==> src/rtl/memory_types_pkg.sv <==
// Shared types for the memory arbiter: arbiter state encoding, memory word
// type and the sizing rule for the starvation counter.
package memory_types_pkg;

    localparam int unsigned WORD_W = 32;

    typedef logic [WORD_W-1:0] word_t;

    // Grant owner of the single memory port.
    typedef enum logic [1:0] {
        IDLE  = 2'd0,
        INSTR = 2'd1,
        DATA  = 2'd2
    } arb_state_t;

    // Counter width able to hold 0..max_val; never narrower than one bit.
    function automatic int unsigned cnt_width(input int unsigned max_val);
        int unsigned w;
        w = 1;
        while ((max_val >> w) != 0) begin
            w = w + 1;
        end
        return w;
    endfunction

endpackage

==> src/rtl/starve_counter.sv <==
// Saturating count of data grants taken while an instruction fetch waits.
// Ports:
//   CLK, RST       clock, synchronous active-high reset
//   inc            count one data grant (ignored once saturated)
//   clr            return to zero; wins over inc
//   at_max         count equals MAX_VAL
//   cnt            current count
module starve_counter
    import memory_types_pkg::*;
#(
    parameter int unsigned MAX_VAL = 4,
    parameter int unsigned CNT_W   = 3
) (
    input  logic             CLK,
    input  logic             RST,
    input  logic             inc,
    input  logic             clr,
    output logic             at_max,
    output logic [CNT_W-1:0] cnt
);

    assign at_max = (cnt == CNT_W'(MAX_VAL));

    // Saturating up-counter with priority clear.
    always_ff @(posedge CLK) begin
        if (RST) begin
            cnt <= '0;
        end else if (clr) begin
            cnt <= '0;
        end else if (inc && !at_max) begin
            cnt <= cnt + CNT_W'(1);
        end
    end

endmodule

==> src/rtl/memory_arbiter.sv <==
// Arbitrates the instruction-fetch port and the data load/store port onto a
// single-ported memory. Data wins by default; after STARVE_MAX consecutive
// data grants with a fetch pending, the fetch is granted next.
// Ports:
//   CLK, RST                      clock, synchronous active-high reset
//   iREN, iaddr                   fetch request and address
//   dREN, dWEN, daddr, dstore     data read/write request, address, write data
//   iwait, dwait                  access not yet complete (combinational)
//   iload, dload                  read data, straight from ramload
//   ramREN, ramWEN, ramaddr,
//   ramstore                      memory command, registered
//   ramload, ram_ready            memory read data and completion pulse
module memory_arbiter
    import memory_types_pkg::*;
#(
    parameter int unsigned STARVE_MAX = 4,
    parameter int unsigned ADDR_W     = 32,
    parameter int unsigned DATA_W     = 32
) (
    input  logic              CLK,
    input  logic              RST,
    input  logic              iREN,
    input  logic [ADDR_W-1:0] iaddr,
    input  logic              dREN,
    input  logic              dWEN,
    input  logic [ADDR_W-1:0] daddr,
    input  logic [DATA_W-1:0] dstore,
    output logic              iwait,
    output logic              dwait,
    output logic [DATA_W-1:0] iload,
    output logic [DATA_W-1:0] dload,
    output logic              ramREN,
    output logic              ramWEN,
    output logic [ADDR_W-1:0] ramaddr,
    output logic [DATA_W-1:0] ramstore,
    input  logic [DATA_W-1:0] ramload,
    input  logic              ram_ready
);

    localparam int unsigned SCNT_W = cnt_width(STARVE_MAX);

    arb_state_t        state;
    arb_state_t        next_state;
    logic [SCNT_W-1:0] scnt;
    logic              scnt_inc;
    logic              scnt_clr;
    logic              scnt_at_max;
    logic              data_req;

    logic              ren_nxt;
    logic              wen_nxt;
    logic [ADDR_W-1:0] addr_nxt;
    logic [DATA_W-1:0] store_nxt;

    assign data_req = dREN | dWEN;

    starve_counter #(
        .MAX_VAL (STARVE_MAX),
        .CNT_W   (SCNT_W)
    ) u_starve (
        .CLK     (CLK),
        .RST     (RST),
        .inc     (scnt_inc),
        .clr     (scnt_clr),
        .at_max  (scnt_at_max),
        .cnt     (scnt)
    );

    // State register.
    always_ff @(posedge CLK) begin
        if (RST) begin
            state <= IDLE;
        end else begin
            state <= next_state;
        end
    end

    // Next-state, counter control and the memory command for the next cycle.
    always_comb begin
        next_state = state;
        scnt_inc   = 1'b0;
        scnt_clr   = 1'b0;
        ren_nxt    = 1'b0;
        wen_nxt    = 1'b0;
        addr_nxt   = '0;
        store_nxt  = '0;

        case (state)
            IDLE: begin
                // A saturated counter with a fetch pending hands the port to
                // the fetch; with STARVE_MAX=0 this is always the case.
                if (data_req && !(iREN && scnt_at_max)) begin
                    next_state = DATA;
                    scnt_inc   = iREN;
                end else if (iREN) begin
                    next_state = INSTR;
                    scnt_clr   = 1'b1;
                end
            end
            // Completion or a withdrawn request both end the grant.
            INSTR: begin
                if (ram_ready || !iREN) begin
                    next_state = IDLE;
                end
            end
            DATA: begin
                if (ram_ready || !data_req) begin
                    next_state = IDLE;
                end
            end
            default: begin
                next_state = IDLE;
            end
        endcase

        case (next_state)
            INSTR: begin
                ren_nxt  = 1'b1;
                addr_nxt = iaddr;
            end
            DATA: begin
                // Write takes precedence when both enables are raised.
                wen_nxt   = dWEN;
                ren_nxt   = dREN & ~dWEN;
                addr_nxt  = daddr;
                store_nxt = dstore;
            end
            default: begin
                ren_nxt = 1'b0;
            end
        endcase
    end

    // Memory command register; requesters hold address/data stable while
    // their request is up, so the registered copy tracks the live inputs.
    always_ff @(posedge CLK) begin
        if (RST) begin
            ramREN   <= 1'b0;
            ramWEN   <= 1'b0;
            ramaddr  <= '0;
            ramstore <= '0;
        end else begin
            ramREN   <= ren_nxt;
            ramWEN   <= wen_nxt;
            ramaddr  <= addr_nxt;
            ramstore <= store_nxt;
        end
    end

    // Waits drop in the very cycle the memory completes.
    assign iwait = iREN & ~((state == INSTR) & ram_ready);
    assign dwait = data_req & ~((state == DATA) & ram_ready);

    assign iload = ramload;
    assign dload = ramload;

endmodule

==> config.mk <==
export PLATFORM = sky130hd
export DESIGN_NAME = memory_arbiter
export DESIGN_NICKNAME = d
export VERILOG_FILES = /design/src/rtl/memory_types_pkg.sv /design/src/rtl/starve_counter.sv /design/src/rtl/memory_arbiter.sv
export SDC_FILE = /design/constraint.sdc
export NUM_CORES = 1
export LEC_CHECK = 0
export ABC_AREA = 1
export CAP_MARGIN = 10
export CORE_MARGIN = 3
export CORE_UTILIZATION = 32
export DETAILED_ROUTE_END_ITERATION = 6
export PLACE_DENSITY = 0.93
export SKIP_CTS_REPAIR_TIMING = 1
export SYNTH_ARGS = -nofsm -noshare
export SYNTH_HDL_FRONTEND = slang
export SYNTH_SLANG_ARGS = --single-unit
==> constraint.sdc <==
create_clock -name CLK -period 2.15 [get_ports CLK]
set_input_delay 0.43 -clock CLK [delete_from_list [all_inputs] [get_ports CLK]]
set_output_delay 0.43 -clock CLK [all_outputs]
set_load 0.01 [all_outputs]
; Word level (Yosys, flattened, before mapping)
; Cells that the tools add are included.
[op_classes]
magnitude_cmp = 0
add_sub_neg = 1
bitwise = 10
n_mul = 0
div_mod_pow = 0
shift = 0
mux = 12
eq_ne = 5
n_reduce_logical = 12
[ops]
columns = operator, count
row1 = $pmux W32 S2, 1
row2 = $mux W2, 4
row3 = $pmux W2 S3, 1
row4 = $and A1 B1 Y1, 5
row5 = $mux W1, 5
row6 = $eq A2 B1 Y1 const B, 2
row7 = $eq A2 B2 Y1 const B, 2
row8 = $logic_not A1 Y1, 4
row9 = $not A1 Y1, 4
row10 = $reduce_or A2 Y1, 2
row11 = $add A3 B1 Y3 const B, 1
row12 = $eq A3 B3 Y1 const B, 1
row13 = $logic_and A1 B1 Y1, 3
row14 = $logic_not A2 Y1, 1
row15 = $logic_or A1 B1 Y1, 2
row16 = $pmux W1 S2, 1
row17 = $or A1 B1 Y1, 1
[word_totals]
rom_bits = 0
wordCells = 46
latchBits = 0
inputBits = 134
ram_bits = 0
reg_bits = 71
out_inout_bits = 132
memories = 0

; Logic depth before layout (Yosys ltp)
; Gate-level depths: netlist (run 1).
[depth]
ltp_word = 9
ltp_mapped = 12
ltp_nobuf = 10

; Cells and area by module
; A second synthesis (run 1) with hierarchy kept.
[unflattened]
hier_cells = 376
hier_area_um2 = 3067.9
[modules_own_cells]
columns = module, area_each_um2, cells_per_inst, instances, seq_area_each_um2
row1 = memory_arbiter, 2892.8, 349, 1, 1361.3
row2 = starve_counter, 175.2, 27, 1, 60.1

; Worst setup path after synthesis (run 1)
; Ideal clock, no wire load.
[synth_path]
path_kind = flip-flop to flip-flop
start = register u_starve.cnt[0]
end = register ramaddr[11]
t_arrival_ns = 1.702
t_required_ns = 2.084
setup_ns = 0.066
path_stages_with_launch = 12
path_buffers = 2
synth_period_minus_slack_ns = 1.768
path_slack_ns = 0.382
path_cell_list = dfxtp_1 > inv_1 > ha_1 > nand3_1 > nand3_1 > nand2_1 > inv_1 > ha_1 > or2_1 > buf_6 > buf_8 > a21oi_2
[synth_via]
elab_chain_cells = 8
elab_cells_between_ends = 9
cone_classes = eq/ne: 3 / mux: 3 / reduce/logical: 3
[synth_lines]
columns = item, line_no
row1 = from (decl), starve_counter.sv:19  ; output logic [CNT_W-1:0] cnt
row2 = from (signal assigned), starve_counter.sv:31  ; cnt <= cnt + CNT_W'(1);
row3 = $eq A3 B3 Y1 *, starve_counter.sv:22  ; assign at_max = (cnt == CNT_W'(MAX_VAL));
row4 = $logic_and A1 B1 Y1 *, memory_arbiter.sv:92  ; if (data_req && !(iREN && scnt_at_max)) begin
row5 = $logic_not A1 Y1 *, memory_arbiter.sv:92
row6 = $logic_and A1 B1 Y1 *, memory_arbiter.sv:92
row7 = $mux W2 *, memory_arbiter.sv:92
row8 = $pmux W2 S3 *, memory_arbiter.sv:88  ; case (state)
row9 = net next_state[1], memory_arbiter.sv:43  ; arb_state_t next_state;
row10 = $eq A2 B2 Y1 / $eq A2 B1 Y1 (equally long branches), memory_arbiter.sv:116  ; case (next_state)
row11 = $pmux W32 S2 *, memory_arbiter.sv:116
row12 = to (signal assigned), memory_arbiter.sv:145  ; ramaddr <= addr_nxt;
row13 = to (decl), memory_arbiter.sv:34  ; output logic [ADDR_W-1:0] ramaddr,
; The timed path passes the listed nets; every way through them passes the cells marked *.
; A chain may end at the register's enable or synchronous reset.

; Worst setup path after layout (run 1)
[layout_path]
start = input port dREN
end = register ramaddr[10]
[layout_via]
elab_chain_cells = 7
elab_cells_between_ends = 10
cone_classes = eq/ne: 2 / mux: 4 / bitwise: 1 / reduce/logical: 3
[layout_lines]
columns = item, line_no
row1 = from (decl), memory_arbiter.sv:24  ; input logic dREN,
row2 = $or A1 B1 Y1 *, memory_arbiter.sv:55  ; assign data_req = dREN | dWEN;
row3 = $logic_not A1 Y1, memory_arbiter.sv:107  ; if (ram_ready || !data_req) begin
row4 = $logic_or A1 B1 Y1, memory_arbiter.sv:107
row5 = $mux W2, memory_arbiter.sv:107
row6 = $pmux W2 S3 *, memory_arbiter.sv:88
row7 = net next_state[1], memory_arbiter.sv:43
row8 = $eq A2 B2 Y1 / $eq A2 B1 Y1 (equally long branches), memory_arbiter.sv:116
row9 = $pmux W32 S2 *, memory_arbiter.sv:116
; Marked as above.

==> results_tabular.tex, run 1 <==
\begin{tabular}{lr}
\hline
Metric & Value \\
\hline
\multicolumn{2}{l}{\textbf{Outcome}} \\
Result of the run & complete, no violations \\
\multicolumn{2}{l}{\textbf{Worst setup path}} \\
Largest fanout on the critical path & 27 \\
Start point of the critical path & dREN \\
Required time worst endpoint & 2.41 ns \\
Worst R2R Path Depth & 10 \\
Setup crit end & ramaddr[10] \\
Classification of the worst setup path & in2reg \\
CP startpoint kind & input port \\
Critical path data arrival time & 2.23 ns \\
Endpoint of the lowest-slack register-to-register path & ramaddr[10] \\
R2R setup slack & 0.21 ns \\
Critical path capture point type & flop \\
Worst flop-to-flop path startpoint & u\_starve.cnt[1] \\
\multicolumn{2}{l}{\textbf{Final layout}} \\
Share of layout cells above drive strength 1 & between 10\% and 20\% \\
Number of nets at the end of the flow & a little over 600 \\
Number of fillers in the final layout & 774 \\
Synthesis-to-finish area growth & 54.1\% \\
Antenna cells & 0 \\
Storage element area & 1420 um\^{}2 \\
Most used cells in the layout excluding fill and tap cells & clkdlybuf4s50\_1, nand2\_1, dfxtp\_1 \\
Most common cell after layout, fill and taps aside & clkdlybuf4s50\_1 \\
Final Core Density & 52.3\% \\
Area of the multi-input gates & 862 um\^{}2 \\
Post-route cell area & 4700 um\^{}2 \\
\multicolumn{2}{l}{\textbf{Clock network}} \\
Clock tree from TritonCTS & built \\
Clock tree sinks & 71 \\
Insertion delay to the later sink of the worst-skew pair & 0.33 ns \\
Clock root buffer master & clkbuf\_8 \\
Total clock buffers created by CTS & 9 \\
CTS clock-pin slew for the worst setup and hold paths & $\sim$0.080 ns \\
Maximum clock insertion buffer count & 2 \\
CTS HTree Levels & 3 \\
\multicolumn{2}{l}{\textbf{Floorplan}} \\
Die outline height & 104 um \\
Floorplan die area & $\sim$11000 um\^{}2 \\
Top Ports & 266 \\
Core footprint & 8980 um\^{}2 \\
Initial standard-cell utilization of the core & 34.0\% \\
Die boundary width & 104 um \\
Site row count & 34 \\
\multicolumn{2}{l}{\textbf{STA}} \\
Unrepaired setup endpoints after global routing & false \\
Setup violations, final & 0 \\
Final Hold Violating Endpoints & 0 \\
Final clock period utilization by the worst path & between 90 and 100\% \\
Clock period minus worst slack & between 1.5 and 2 ns \\
Fin Clk Skew & approximately 0.010 ns \\
Worst Max-Slew Pin Slew & 0.200 ns \\
Number of slew-limit violations in the final report & 0 \\
Hold Worst Slack & 0.492 ns \\
Setup\_tns & 0 ns \\
Max Clk Rate & 0.507 GHz \\
Slew HR & 86.6\% \\
\multicolumn{2}{l}{\textbf{Drt}} \\
Average vias per placed instance & 4.20 \\
Violation count after the first detailed-routing iteration & 89 \\
Average detailed-routed wire length per instance & 14.6 um \\
Remaining antenna violation count after routing & 0 \\
Aggregate routed wire length & approximately 8.9 mm \\
Routed vias & between 2000 and 3000 \\
Residual DRC count & 0 \\
Drt first pass iters & 4 \\
\multicolumn{2}{l}{\textbf{Global route}} \\
Initial antenna violation count & 0 \\
GRT overflow & 0 \\
GR Util All Layers & $\sim$16\% \\
Number of global-route vias before repair & 2575 \\
Wire length of the first global-routing pass & 13.6 mm \\
Pin count of the biggest net entering global routing & 34 \\
\multicolumn{2}{l}{\textbf{Synthesis}} \\
Synth area leader & dfxtp\_1 \\
Post-synthesis sequential area ratio & between 40\% and 50\% \\
Number of enable flip-flop cells after synthesis & 0 \\
Post-Synthesis Mean Instance Area & 8.33 um\^{}2 \\
Share of synthesized flip-flops with an asynchronous set or reset & 0\% \\
Number of warnings issued by yosys & 0 \\
Mapped cell area & a little over 3000 um\^{}2 \\
Number of unique standard cell types used by synthesis & 19 \\
Register bit count reported by yosys & 71 \\
Syn nets & 504 \\
Primary flip-flop cell chosen by synthesis mapping & dfxtp\_1 \\
Synthesized netlist cell count & about 370 \\
Area share of the largest cell type after synthesis & 46.6\% \\
Cell types occupying the most area after synthesis & dfxtp\_1, buf\_4, nand2\_1 \\
\multicolumn{2}{l}{\textbf{Pwr}} \\
Standby leakage power & between 0.0015 and 0.002 uW \\
Power per standard cell area & around 720 nW/um\^{}2 \\
Worst ir drop on vdd & between 0.3 and 0.4 mV \\
Post-route total power & 3380 uW \\
\multicolumn{2}{l}{\textbf{Hold path}} \\
Worst min-delay path category & reg2reg \\
\multicolumn{2}{l}{\textbf{Placed design}} \\
Final weighted congestion in routability-driven placement & about 0.76 \\
Placed Area & 4450 um\^{}2 \\
Hpwl dp & 7.20 mm \\
Input/output buffers & 169 \\
\multicolumn{2}{l}{\textbf{Flow run}} \\
MaxCap Viol Count & 0 \\
\hline
\end{tabular}
[power breakdown]
part,internal (uW),switching (uW),total (uW)
registers,1400,24.6,1420
clock network,775,509,1280
logic,396,282,678
[worst min path at each step]
stage	end	start	cells after the start
2_1_floorplan	u_starve.cnt[1]	u_starve.cnt[1]	2
3_3_place_gp	u_starve.cnt[0]	u_starve.cnt[0]	2
3_5_place_dp	u_starve.cnt[0]	u_starve.cnt[0]	2
4_1_cts	u_starve.cnt[0]	u_starve.cnt[0]	2
5_1_grt	u_starve.cnt[0]	u_starve.cnt[0]	2
6_report	u_starve.cnt[0]	u_starve.cnt[0]	2
[per-stage QoR]
stage	std cells	setup slack (ns)
floorplan	366	0.382
global placement	594	-0.116
detailed placement	594	-0.162
CTS	610	-0.0169
global route	610	0.0178
finish	610	0.178
[synthesized netlist by cell type (3+ instances only)]
cell type  number
buf_4          64
nand3_1         7
nand2_1        79
a21oi_2        30
nor2_1         38
inv_1          45
buf_8           3
ha_1            4
buf_2          11
a21oi_1         6
dfxtp_1        71
[kinds of logic after synthesis]
group	after synthesis	share of synthesized area (%)
compound gates	36	9.61
buf+inv	125	25.1
flops	71	46.6
simple gates	129	16.7
fa+ha+maj	4	1.64
xor+xnor	1	0.287
[flip-flops by register name, summed over array words and instances (netlist names)]
signal / flops
ramstore: 32
ramREN: 1
u_starve.cnt: 3
state: 2
ramaddr: 32
ramWEN: 1
[cell type report]
type                       instances  share of cell area, %
inverter                          46                   3.68
clock inverter                     7                   2.58
tap                              126                   3.36
timing repair buffer             181                   39.1
sequential                        71                   30.3
multi-input combinational        170                   18.4
clock buffer                       9                   2.64
[critical path, cell delays in order]
cell and delay [ns]:
clkdlybuf4s50_1 0.49, inv_1 0.07, nand2_4 0.09, nand3_1 0.08, nand2_1 0.08, inv_1 0.06, ha_1 0.28, or2_2 0.33
buf_12 0.18, a21oi_2 0.12
[per-layer routing]
metal  share of wire (%)  wire [um]  up-vias  track usage, %
met4                 2.9        259        0            6.27
li1                    -          -     1256               -
met5                   0          0        -               0
met1                  32       2860     1147            13.8
met3                 7.9        704       23            5.22
met2                  57       5110      134            32.7
(Power assumes the default switching activity.)
==> inputs of run 2 (changes only) <==
--- a/config.mk
+++ b/config.mk
@@ -6,7 +6,7 @@
 export NUM_CORES = 1
 export LEC_CHECK = 0
 export ABC_AREA = 1
-export CAP_MARGIN = 10
+export CAP_MARGIN = 20
 export CORE_MARGIN = 3
 export CORE_UTILIZATION = 32
 export DETAILED_ROUTE_END_ITERATION = 6
==> results of run 2 <==
Final layout, timing and power as in run 1 (identical DEF).
==> inputs of run 3 (changes only) <==
--- a/config.mk
+++ b/config.mk
@@ -10,7 +10,7 @@
 export CORE_MARGIN = 3
 export CORE_UTILIZATION = 32
 export DETAILED_ROUTE_END_ITERATION = 6
-export PLACE_DENSITY = 0.93
+export PLACE_DENSITY = 0.82
 export SKIP_CTS_REPAIR_TIMING = 1
 export SYNTH_ARGS = -nofsm -noshare
 export SYNTH_HDL_FRONTEND = slang
==> run 3 against run 2 <==
  * Combinational power fell by 1%
  * Critical path depth did not move
  * Sequential power barely moved
  * Sequential cell count did not move
  * First-iteration DRC count fell by 28%
  * Setup slack got worse by 0.0033 ns
  * Cell count fell by 0.33%
  * Core utilization fell by 0.33 points
==> results_tabular.tex, run 3 (synthesis gave the netlist of run 1 again) <==
\begin{tabular}{lr}
\hline
Metric & Value \\
\hline
\multicolumn{2}{l}{\textbf{Final layout}} \\
Number of fillers in the final layout & 808 (was 774) \\
Share of layout cells above drive strength 1 & 12.9\% (was 13.2\%) \\
Area of the multi-input gates & 862 um\^{}2 (unchanged) \\
Post-route cell area & 4670 um\^{}2 (was 4700 um\^{}2) \\
Most common cell after layout, fill and taps aside & clkdlybuf4s50\_1 (unchanged) \\
Leading registers by flop count & ramaddr (32), ramstore (32), u\_starve.cnt (3) (unchanged) \\
Final instance count without filler cells & 608 (was 610) \\
Final Core Density & 52.0\% (was 52.3\%) \\
Number of nets at the end of the flow & 615 (was 617) \\
Storage element area & 1420 um\^{}2 (unchanged) \\
Most used cells in the layout excluding fill and tap cells & clkdlybuf4s50\_1, nand2\_1, dfxtp\_1 (unchanged) \\
Antenna cells & 0 (unchanged) \\
Synthesis-to-finish area growth & 53.1\% (was 54.1\%) \\
\multicolumn{2}{l}{\textbf{Clock network}} \\
Clock tree sinks & 71 (unchanged) \\
Clock root buffer master & clkbuf\_8 (unchanged) \\
Insertion delay to the later sink of the worst-skew pair & 0.33 ns (about the same) \\
CTS HTree Levels & 3 (unchanged) \\
Maximum clock insertion buffer count & 2 (unchanged) \\
CTS clock-pin slew for the worst setup and hold paths & 0.08 ns (about the same) \\
Clock tree from TritonCTS & built (unchanged) \\
Total clock buffers created by CTS & 9 (unchanged) \\
\multicolumn{2}{l}{\textbf{Placed design}} \\
Final weighted congestion in routability-driven placement & 0.705 (was 0.760) \\
Placed Area & 4430 um\^{}2 (was 4450 um\^{}2) \\
Hpwl dp & 7.16 mm (was 7.20 mm) \\
Input/output buffers & 169 (unchanged) \\
DP Cell Count & 592 (was 594) \\
\multicolumn{2}{l}{\textbf{Drt}} \\
Residual DRC count & 0 (unchanged) \\
Remaining antenna violation count after routing & 0 (unchanged) \\
Average detailed-routed wire length per instance & 14.8 um (was 14.6 um) \\
Violation count after the first detailed-routing iteration & 64 (was 89) \\
Aggregate routed wire length & 8.99 mm (was 8.93 mm) \\
Drt first pass iters & 4 (unchanged) \\
Average vias per placed instance & 4.16 (was 4.20) \\
Routed vias & 2527 (was 2560) \\
\multicolumn{2}{l}{\textbf{Floorplan}} \\
Site row count & 34 (unchanged) \\
Die outline height & 104 um (unchanged) \\
Core footprint & 8980 um\^{}2 (unchanged) \\
Initial standard-cell utilization of the core & 34.0\% (unchanged) \\
Die boundary width & 104 um (unchanged) \\
Floorplan die area & 10700 um\^{}2 (unchanged) \\
Top Ports & 266 (unchanged) \\
\multicolumn{2}{l}{\textbf{Worst setup path}} \\
Worst path buffer plus inverter count & 2 (was 4) \\
Largest fanout on the critical path & 33 (was 27) \\
Family of cells with the greatest summed delay on the critical path & simple AND/OR/NAND/NOR gates (was buffers and inverters) \\
Critical path data arrival time & 2.25 ns (was 2.23 ns) \\
List of cells traversed by the critical path & inv\_1, ha\_1, nand3\_1, nand2\_1, nand3\_1, nand2\_2, ha\_1, or2\_2, buf\_12, a21oi\_1 (was clkdlybuf4s50\_1, inv\_1, nand2\_4, nand3\_1, nand2\_1, inv\_1, ha\_1, or2\_2, buf\_12, a21oi\_2) \\
CP startpoint kind & flop (was input port) \\
Highest cell delay on the worst timing path & 0.35 ns (was 0.49 ns) \\
Cell with the largest stage delay on the worst path & dfxtp\_2 (was clkdlybuf4s50\_1) \\
Classification of the worst setup path & reg2reg (was in2reg) \\
Required time worst endpoint & 2.42 ns (was 2.41 ns) \\
Critical path capture point type & flop (unchanged) \\
\multicolumn{2}{l}{\textbf{STA}} \\
Max Clk Rate & 0.506 GHz (was 0.507 GHz) \\
Final Hold Violating Endpoints & 0 (unchanged) \\
Setup\_tns & 0 ns (unchanged) \\
Clock period minus worst slack & 1.98 ns (was 1.97 ns) \\
Hold Worst Slack & 0.504 ns (was 0.492 ns) \\
Slew HR & 85.0\% (was 86.6\%) \\
Worst Max-Slew Pin Slew & 0.225 ns (was 0.200 ns) \\
Number of slew-limit violations in the final report & 0 (unchanged) \\
Setup violations, final & 0 (unchanged) \\
Unrepaired setup endpoints after global routing & false (unchanged) \\
Final clock period utilization by the worst path & 91.9\% (was 91.7\%) \\
Fin Clk Skew & 0.00795 ns (was 0.00999 ns) \\
\multicolumn{2}{l}{\textbf{Pwr}} \\
Worst ir drop on vdd & 0.391 mV (was 0.311 mV) \\
Standby leakage power & 0.00194 uW (was 0.00196 uW) \\
Power per standard cell area & 706 nW/um\^{}2 (was 721 nW/um\^{}2) \\
\multicolumn{2}{l}{\textbf{Hold path}} \\
Worst min-delay path category & reg2reg (unchanged) \\
\multicolumn{2}{l}{\textbf{Global route}} \\
Initial antenna violation count & 0 (unchanged) \\
GRT overflow & 0 (unchanged) \\
GR Util All Layers & 16.3\% (was 15.9\%) \\
Number of global-route vias before repair & 2593 (was 2575) \\
Pin count of the biggest net entering global routing & 34 (unchanged) \\
Wire length of the first global-routing pass & 13.9 mm (was 13.6 mm) \\
\multicolumn{2}{l}{\textbf{Outcome}} \\
Result of the run & complete, no violations (unchanged) \\
\multicolumn{2}{l}{\textbf{Flow run}} \\
MaxCap Viol Count & 0 (unchanged) \\
\hline
\end{tabular}
## run 3: cell types whose count changed in the layout (fill, tap and decap cells not counted), sizes merged
cell / delta
buf: -2
bufinv: -1
clkbuf: +1
clkinv: -3
clkinvlp: +2
inv: +1
## run 3: area by class of cell
type | instances | area share [%]
clock inverter | 6 | 1.98
timing repair buffer | 179 | 39.0
tap | 126 | 3.38
sequential | 71 | 30.5
inverter | 46 | 3.70
clock buffer | 10 | 2.95
multi-input combinational | 170 | 18.5
## run 3: path summary, 6_finish.rpt
kind / start / endpoint / slack [ns] / cells after the start
setup reg to reg: u_starve.cnt[0] / ramaddr[0] / 0.17 / 10
hold / removal: u_starve.cnt[0] / u_starve.cnt[0] / 0.50 / 2
setup / recovery: u_starve.cnt[0] / ramaddr[0] / 0.17 / 10
hold reg to reg: u_starve.cnt[0] / u_starve.cnt[0] / 0.50 / 2
## run 3: routing by layer
metal | GRT usage [%] | vias up | share of wire (%)
met5 | 0 | - | 0
met4 | 7.12 | 0 | 2.8
met3 | 7.21 | 20 | 10
met2 | 32.2 | 170 | 55
met1 | 13.7 | 1088 | 32
li1 | - | 1249 | -
## run 3: worst min-delay path, delay by kind of cell (launching register included)
family | cells | cell delay [ns]
AOI/OAI and AO/OA | 1 | 0.06
DFF | 1 | 0.34
and+or+nand+nor | 1 | 0.07
## run 3: power breakdown
group	internal [uW]	switching (uW)	leakage (uW)	total, uW
Sequential	1400	23.7	0.000581	1420
Combinational	392	277	0.00125	669
Clock	691	514	0.000109	1210
Total	2480	815	0.00194	3300
## run 3: stage by stage
step,setup WS [ns],power [uW]
floorplan,0.382,1840
global placement,-0.122,2110
detailed placement,-0.167,2130
CTS,-0.00769,3350
global route,0.0305,3450
finish,0.175,3300
